===== config.mk =====
export PLATFORM = sky130hd
export DESIGN_NAME = core_pipe_stage
export DESIGN_NICKNAME = d
export VERILOG_FILES = /design/src/rtl/core_pipe_stage.sv
export SDC_FILE = /design/constraint.sdc
export NUM_CORES = 1
export LEC_CHECK = 0
export ABC_AREA = 1
export BUFFER_PORTS_ARGS = -buffer_cell sky130_fd_sc_hd__buf_2
export CORE_ASPECT_RATIO = 1.2
export CORE_MARGIN = 4
export CORE_UTILIZATION = 50
export CTS_CLUSTER_DIAMETER = 80
export DETAILED_ROUTE_END_ITERATION = 12
export PLACE_DENSITY = 0.8
export SLEW_MARGIN = 20
export SYNTH_ARGS = -nofsm -noshare
export SYNTH_HDL_FRONTEND = slang
export SYNTH_SLANG_ARGS = --single-unit

===== constraint.sdc =====
create_clock -name clk -period 3.3 [get_ports clk]
set_input_delay 0.165 -clock clk [delete_from_list [all_inputs] [get_ports clk]]
set_output_delay 0.165 -clock clk [all_outputs]
set_load 0.02 [all_outputs]

===== src/rtl/core_pipe_stage.sv =====
// core_pipe_stage: valid/ready pipeline register with hold, flush and a saturating stall counter.
// Define CORE_PIPE_SKID_EN to add a skid entry so in_ready is registered rather than derived from out_ready.
module core_pipe_stage #(
    parameter int unsigned           DATA_WIDTH = 32,
    parameter logic [DATA_WIDTH-1:0] NOP_DATA   = {DATA_WIDTH{1'b0}},
    parameter int unsigned           HOLD_WIDTH = 3,
    parameter int unsigned           HOLD_LEVEL = 2
) (
    input  logic                  clk,
    input  logic                  rst,
    input  logic [HOLD_WIDTH-1:0] hold_flag_in,
    input  logic                  flush_in,
    input  logic                  in_valid,
    output logic                  in_ready,
    input  logic [DATA_WIDTH-1:0] in_data,
    output logic                  out_valid,
    input  logic                  out_ready,
    output logic [DATA_WIDTH-1:0] out_data,
    output logic [15:0]           stall_cnt_out
);

    logic                  hold;
    logic                  in_fire;
    logic                  out_fire;
    logic                  main_v;
    logic [DATA_WIDTH-1:0] main_d;

    assign hold      = (32'(hold_flag_in) >= HOLD_LEVEL);
    assign out_valid = main_v & ~hold;
    assign out_data  = out_valid ? main_d : NOP_DATA;
    assign out_fire  = out_valid & out_ready;
    assign in_fire   = in_valid & in_ready;

    always_ff @(posedge clk) begin
        if (rst) begin
            stall_cnt_out <= 16'h0000;
        end else if (hold && (stall_cnt_out != 16'hFFFF)) begin
            stall_cnt_out <= stall_cnt_out + 16'h0001;
        end
    end

`ifdef CORE_PIPE_SKID_EN
    logic                  skid_v;
    logic [DATA_WIDTH-1:0] skid_d;

    assign in_ready = ~hold & ~skid_v;

    // Skid only fills while main is stalled downstream; it refills main as soon as main drains.
    always_ff @(posedge clk) begin
        if (rst) begin
            main_v <= 1'b0;
            main_d <= NOP_DATA;
            skid_v <= 1'b0;
            skid_d <= NOP_DATA;
        end else if (flush_in) begin
            main_v <= 1'b0;
            skid_v <= 1'b0;
        end else if (out_fire) begin
            if (skid_v) begin
                main_d <= skid_d;
                skid_v <= 1'b0;
            end else if (in_fire) begin
                main_d <= in_data;
            end else begin
                main_v <= 1'b0;
            end
        end else if (in_fire) begin
            if (main_v) begin
                skid_v <= 1'b1;
                skid_d <= in_data;
            end else begin
                main_v <= 1'b1;
                main_d <= in_data;
            end
        end
    end

    a_skid_needs_main: assert property (@(posedge clk) disable iff (rst) skid_v |-> main_v);
`else
    assign in_ready = ~hold & (~main_v | out_ready);

    always_ff @(posedge clk) begin
        if (rst) begin
            main_v <= 1'b0;
            main_d <= NOP_DATA;
        end else if (flush_in) begin
            main_v <= 1'b0;
        end else if (in_fire) begin
            main_v <= 1'b1;
            main_d <= in_data;
        end else if (out_fire) begin
            main_v <= 1'b0;
        end
    end
`endif

endmodule

# Yosys cells after proc, flatten, opt, wreduce, memory -nomap -nowiden
# Index checks and enable logic that the tools add are counted.
# totals
reg_bits	49
latchBits	0
ram_bits	0
romBits	0
in_bits	40
out_inout_bits	50
wordCells	21
memories	0
# op_classes
add_sub_neg	1
n_mul	0
n_div	0
order_cmp	1
n_eq_ne	1
shift	0
n_mux	3
bitwise	8
n_reduce_logical	4
# op_table
op	count
32-bit 2-to-1 mux	1
16-bit by 1-bit adder with 16-bit output (second input constant)	1
16-bit inequality test (second input constant)	1
1-bit AND	4
3-bit by 2-bit greater-or-equal comparator with 1-bit output (second input constant)	1
1-bit inverter	3
1-bit 2-to-1 mux	2
2-bit AND reduction	1
2-bit nonzero test	1
2-bit OR reduction	1
1-bit logical AND	1
1-bit OR	1

# Logic depth before layout (Yosys ltp)
# logic_depth
ltp_word	6
ltp_mapped	9
ltp_nobuf	8

# Worst setup path before layout
# No wires, ideal clock.
# synth_path
path_kind	flip-flop to flip-flop
start	register stall_cnt_out[0]
end	register stall_cnt_out[15]
setup_time_ns	0.113
arrival_time_ns	1.423
required_time_ns	3.187
path_slack_ns	1.764
stages_incl_launch_ff	8
path_buffers	1
period_less_slack_ns	1.536
path_cell_list	dfxtp_1 ha_1 nand3_4 nor2_4 nand3_4 buf_6 a21oi_2 nor2_1
# synth_between
elab_chain_len	2
elab_cells_between_ends	3
cone_classes	1 x add/sub; 1 x eq/ne; 1 x reduce/logical
# synth_rtl
element	line_no	text
start, declared	19	output logic [15:0] stall_cnt_out
start signal, assigned	38	stall_cnt_out <= stall_cnt_out + 16'h0001;
branches (longest 2 deep; another with 16-bit by 1-bit adder with 16-bit output)	n/a	
# Parallel ways; which one is timed is not known.
# A chain may end at the register's enable or synchronous reset.

# Worst setup path after layout
# layout_path
start	register main_v
end	output port out_data[30]
# layout_between
elab_chain_len	2
# layout_rtl
element	line_no	text
start, declared	25	logic main_v;
start signal, assigned	84	main_v <= 1'b0;
start signal, assigned	87	main_v <= 1'b0;
start signal, assigned	89	main_v <= 1'b1;
1-bit AND	29	assign out_valid = main_v & ~hold;
32-bit 2-to-1 mux	30	assign out_data = out_valid ? main_d : NOP_DATA;
end, declared	18	output logic [DATA_WIDTH-1:0] out_data,
# No other way between the ends.

==> results.json <==
{
  "run_status": "finished clean",
  "netlist_area_mm2": 0.00250,
  "mean_area_per_synthesized_cell_um2": 6.92,
  "postSynthRegisterBits": 49,
  "synth_fp_nets": 403,
  "design_power_total_mw": 1.05,
  "fp-row-count": 27,
  "grt_pass1_wl_um": 9950,
  "route.detailed.wl_per_inst_um": 11.7,
  "cap_violations": 0,
  "dp_hpwl_um": 4190,
  "timing.reg2reg.setup_slack_ps": 1700,
  "antenna_left": 0,
  "route.detailed.drc": 0,
  "vdd_ir_drop_max_uv": 293,
  "finalClockSkew_ps": 1.17,
  "hold_path.startpoint": "rst",
  "insertion_delay_ps": 300,
  "number_of_global_route_vias_before_repair": 2399,
  "synth-seq-area-share": 0.392,
  "fin_crit_sh": 0.523,
  "r2r_end": "stall_cnt_out[9]",
  "grt_antenna_before_repair": 0,
  "critPathTopFamily": "buffers and inverters",
  "min_to": "main_v",
  "tritoncts": "built",
  "post_cts_resized": 0,
  "design.final.nets": 484,
  "timing_hold_violations_final": 0,
  "dr.pass1.iters": 4,
  "cts-hold-fix-buffers": 0,
  "cts-htree-levels": 2,
  "initial_core_util": 0.529,
  "critPathMaxFanout": 32,
  "reg2regPathDepth": 6,
  "globalplace.congestion": 0.852,
  "grt_max_degree": 35,
  "timing.critical_path.cells": "inv_1 -> nor2_1 -> inv_2 -> nor2_1 -> buf_2",
  "fp.dieArea_mm2": 0.00621,
  "antenna_cells_inserted": 0,
  "cts.repair_timing.setup_buffer_count": 0,
  "ys.warnings.count": 0,
  "port-buffer-count": 88,
  "period_needed_ps": 1730,
  "first_iter_violations": 85,
  "drv_slew": 0,
  "setup_repair_after_global_routing_missed_its_margin": "false",
  "slowest_cell_on_the_critical_path": "sky130_fd_sc_hd__dfxtp_1",
  "dp_worst_setup_slack_ps": 1680,
  "die_width_um": 72.6,
  "totalWireLength_um": 5880,
  "required_worst_endpoint_ps": 3130,
  "finalSetupViolCount": 0,
  "clockBufferDepth": 2,
  "num_vias": 2462,
  "timing.setup.critical_path_class": "reg -> out",
  "endpoint_kind": "output pin",
  "syn_to_layout_area_delta_pct": 18.9,
  "critPathLaunchType": "register",
  "grt.overflow.total": 0,
  "slowest_delay_ps": 360,
  "power_per_cell_area_mw_per_mm2": 354,
  "final_cells": 502,
  "post-route-worst-setup-slack_ps": 1570,
  "maxSlewHeadroom": 0.389,
  "cts-root-buf": "sky130_fd_sc_hd__clkbuf_8",
  "cts_buffers": 5,
  "power_leakage_nw": 1.43,
  "synthCells": 362,
  "clock-sinks": 49,
  "maxClockFrequency_mhz": 579,
  "cp_num_buf_inv": 3,
  "timing.hold.worst_path_depth": 2,
  "regToRegStartpoint": "stall_cnt_out[0]",
  "top_level_ports": 90,
  "register_clock_pin_slew_on_the_reported_worst_setup_and_hold_paths_ps": 80,
  "worstMarginPinSlew_ps": 915,
  "dp.cells": 494,
  "post_synth_num_cell_types": 27,
  "core_mm2": 0.00473,
  "timing.critical_path.mode_cell": "sky130_fd_sc_hd__nor2_1",
  "track_usage": 0.194,
  "critical_path_arrival_ps": 1560,
  "drive_above_1_share": 0.277,
  "type_of_the_worst_min_delay_path": "in -> reg",
  "die_h_um": 85.5,
  "detail_route.vias_per_cell": 4.90,
  "total_negative_slack_ps": 0
}
==> through the flow <==
| stage | area, um^2 | hold slack, ps | utilization |
|---|---|---|---|
| CTS | 2980 | 28.1 | 0.629 |
| detailed placement | 2890 | 353 | 0.612 |
| global route | 2980 | 42.1 | 0.629 |
| finish | 2980 | 37.2 | 0.629 |
| floorplan | 2500 | 238 | - |
| global placement | 2890 | 339 | 0.612 |
==> how the worst max path moves through the flow <==
stage | start | endpoint | cells past startpoint
floorplan | stall_cnt_out[0] | stall_cnt_out[15] | 7
global placement | hold_flag_in[1] | out_data[21] | 7
detailed placement | stall_cnt_out[0] | stall_cnt_out[9] | 6
CTS | main_v | out_data[30] | 5
global route | main_v | out_data[18] | 5
finish | main_v | out_data[30] | 5
==> flip-flops by register name (all words and copies together), names as in the netlist <==
name	count
main_d	32
main_v	1
stall_cnt_out	16
==> cell usage in the layout, fill, tap and decap left out <==
| master | n |
|---|---|
| sky130_fd_sc_hd__clkinvlp_4 | 1 |
| sky130_fd_sc_hd__a21oi_2 | 1 |
| sky130_fd_sc_hd__o211ai_4 | 1 |
| sky130_fd_sc_hd__buf_2 | 88 |
| sky130_fd_sc_hd__nor3_4 | 1 |
| sky130_fd_sc_hd__ha_1 | 1 |
| sky130_fd_sc_hd__nor2_4 | 3 |
| sky130_fd_sc_hd__o21ai_0 | 28 |
| sky130_fd_sc_hd__inv_1 | 46 |
| sky130_fd_sc_hd__nor2_2 | 2 |
| sky130_fd_sc_hd__nand3_4 | 2 |
| sky130_fd_sc_hd__nor2_1 | 128 |
| sky130_fd_sc_hd__nand2_4 | 1 |
| sky130_fd_sc_hd__nand3_1 | 10 |
| sky130_fd_sc_hd__a211oi_1 | 1 |
| sky130_fd_sc_hd__nor3_1 | 2 |
| sky130_fd_sc_hd__nand3b_1 | 1 |
| sky130_fd_sc_hd__inv_2 | 5 |
| sky130_fd_sc_hd__buf_4 | 2 |
| sky130_fd_sc_hd__nand3_2 | 9 |
| sky130_fd_sc_hd__nand2_1 | 33 |
| sky130_fd_sc_hd__a21oi_1 | 14 |
| sky130_fd_sc_hd__clkbuf_1 | 2 |
| sky130_fd_sc_hd__dfxtp_1 | 49 |
| sky130_fd_sc_hd__nor3_2 | 1 |
| sky130_fd_sc_hd__clkbuf_8 | 5 |
| sky130_fd_sc_hd__nand4_1 | 1 |
| sky130_fd_sc_hd__nor2_8 | 1 |
| sky130_fd_sc_hd__o21ai_1 | 5 |
==> cell type report <==
cell class              instances  area, um^2
flip-flops and latches         49         981
fillers                       477        1750
multi-input cells             246        1190
inverters                      51         191
clock buffers                   7        76.3
well taps                      58        72.6
repair buffers                 90         455
clock inverters                 1        7.51
==> cells by family (layout without fill, tap and decap cells) <==
group                    count (synthesis)  after routing  share of synthesized area
buffers and inverters                   67            149                      0.132
AO/OA/AOI/OAI                           50             50                      0.109
flip-flops                              49             49                      0.392
adder cells (fa/ha/maj)                  1              1                    0.00500
AND/OR/NAND/NOR                        195            195                      0.362
==> synth_stat cells <==
master,number,area [um^2]
sky130_fd_sc_hd__nand2_1,33,124
sky130_fd_sc_hd__nor2_1,128,480
sky130_fd_sc_hd__o21ai_1,5,25.0
sky130_fd_sc_hd__nand4_1,1,6.26
sky130_fd_sc_hd__ha_1,1,12.5
sky130_fd_sc_hd__o211ai_4,1,21.3
sky130_fd_sc_hd__nor2_2,2,12.5
sky130_fd_sc_hd__a21oi_2,1,8.76
sky130_fd_sc_hd__clkbuf_1,3,11.3
sky130_fd_sc_hd__nor3_4,1,16.3
sky130_fd_sc_hd__buf_6,8,90.1
sky130_fd_sc_hd__dfxtp_1,49,981
sky130_fd_sc_hd__nor2_4,3,33.8
sky130_fd_sc_hd__buf_4,5,37.5
sky130_fd_sc_hd__inv_2,5,18.8
sky130_fd_sc_hd__a21oi_1,14,70.1
sky130_fd_sc_hd__nor2_8,1,20.0
sky130_fd_sc_hd__o21ai_0,28,140
sky130_fd_sc_hd__a211oi_1,1,7.51
sky130_fd_sc_hd__nor3_1,2,10.0
sky130_fd_sc_hd__nand2_4,1,11.3
sky130_fd_sc_hd__nand3b_1,1,7.51
sky130_fd_sc_hd__nand3_2,9,90.1
sky130_fd_sc_hd__inv_1,46,173
sky130_fd_sc_hd__nand3_1,10,50.1
sky130_fd_sc_hd__nand3_4,2,35.0
sky130_fd_sc_hd__nor3_2,1,10.0
==> routing by layer <==
metal	share of wire	global-route usage	vias to the layer above
met1	0.43	0.231	1111
met4	0.016	0.0587	0
met3	0.067	0.0539	11
met2	0.48	0.334	71
met5	0	0	-
li1	-	-	1269
==> report_power, final <==
group	internal (mW)	switching [mW]	total [mW]
sequential	0.608	0.0105	0.618
clock	0.150	0.192	0.343
combinational	0.0379	0.0533	0.0912
Power figures use the tool's default switching activity.
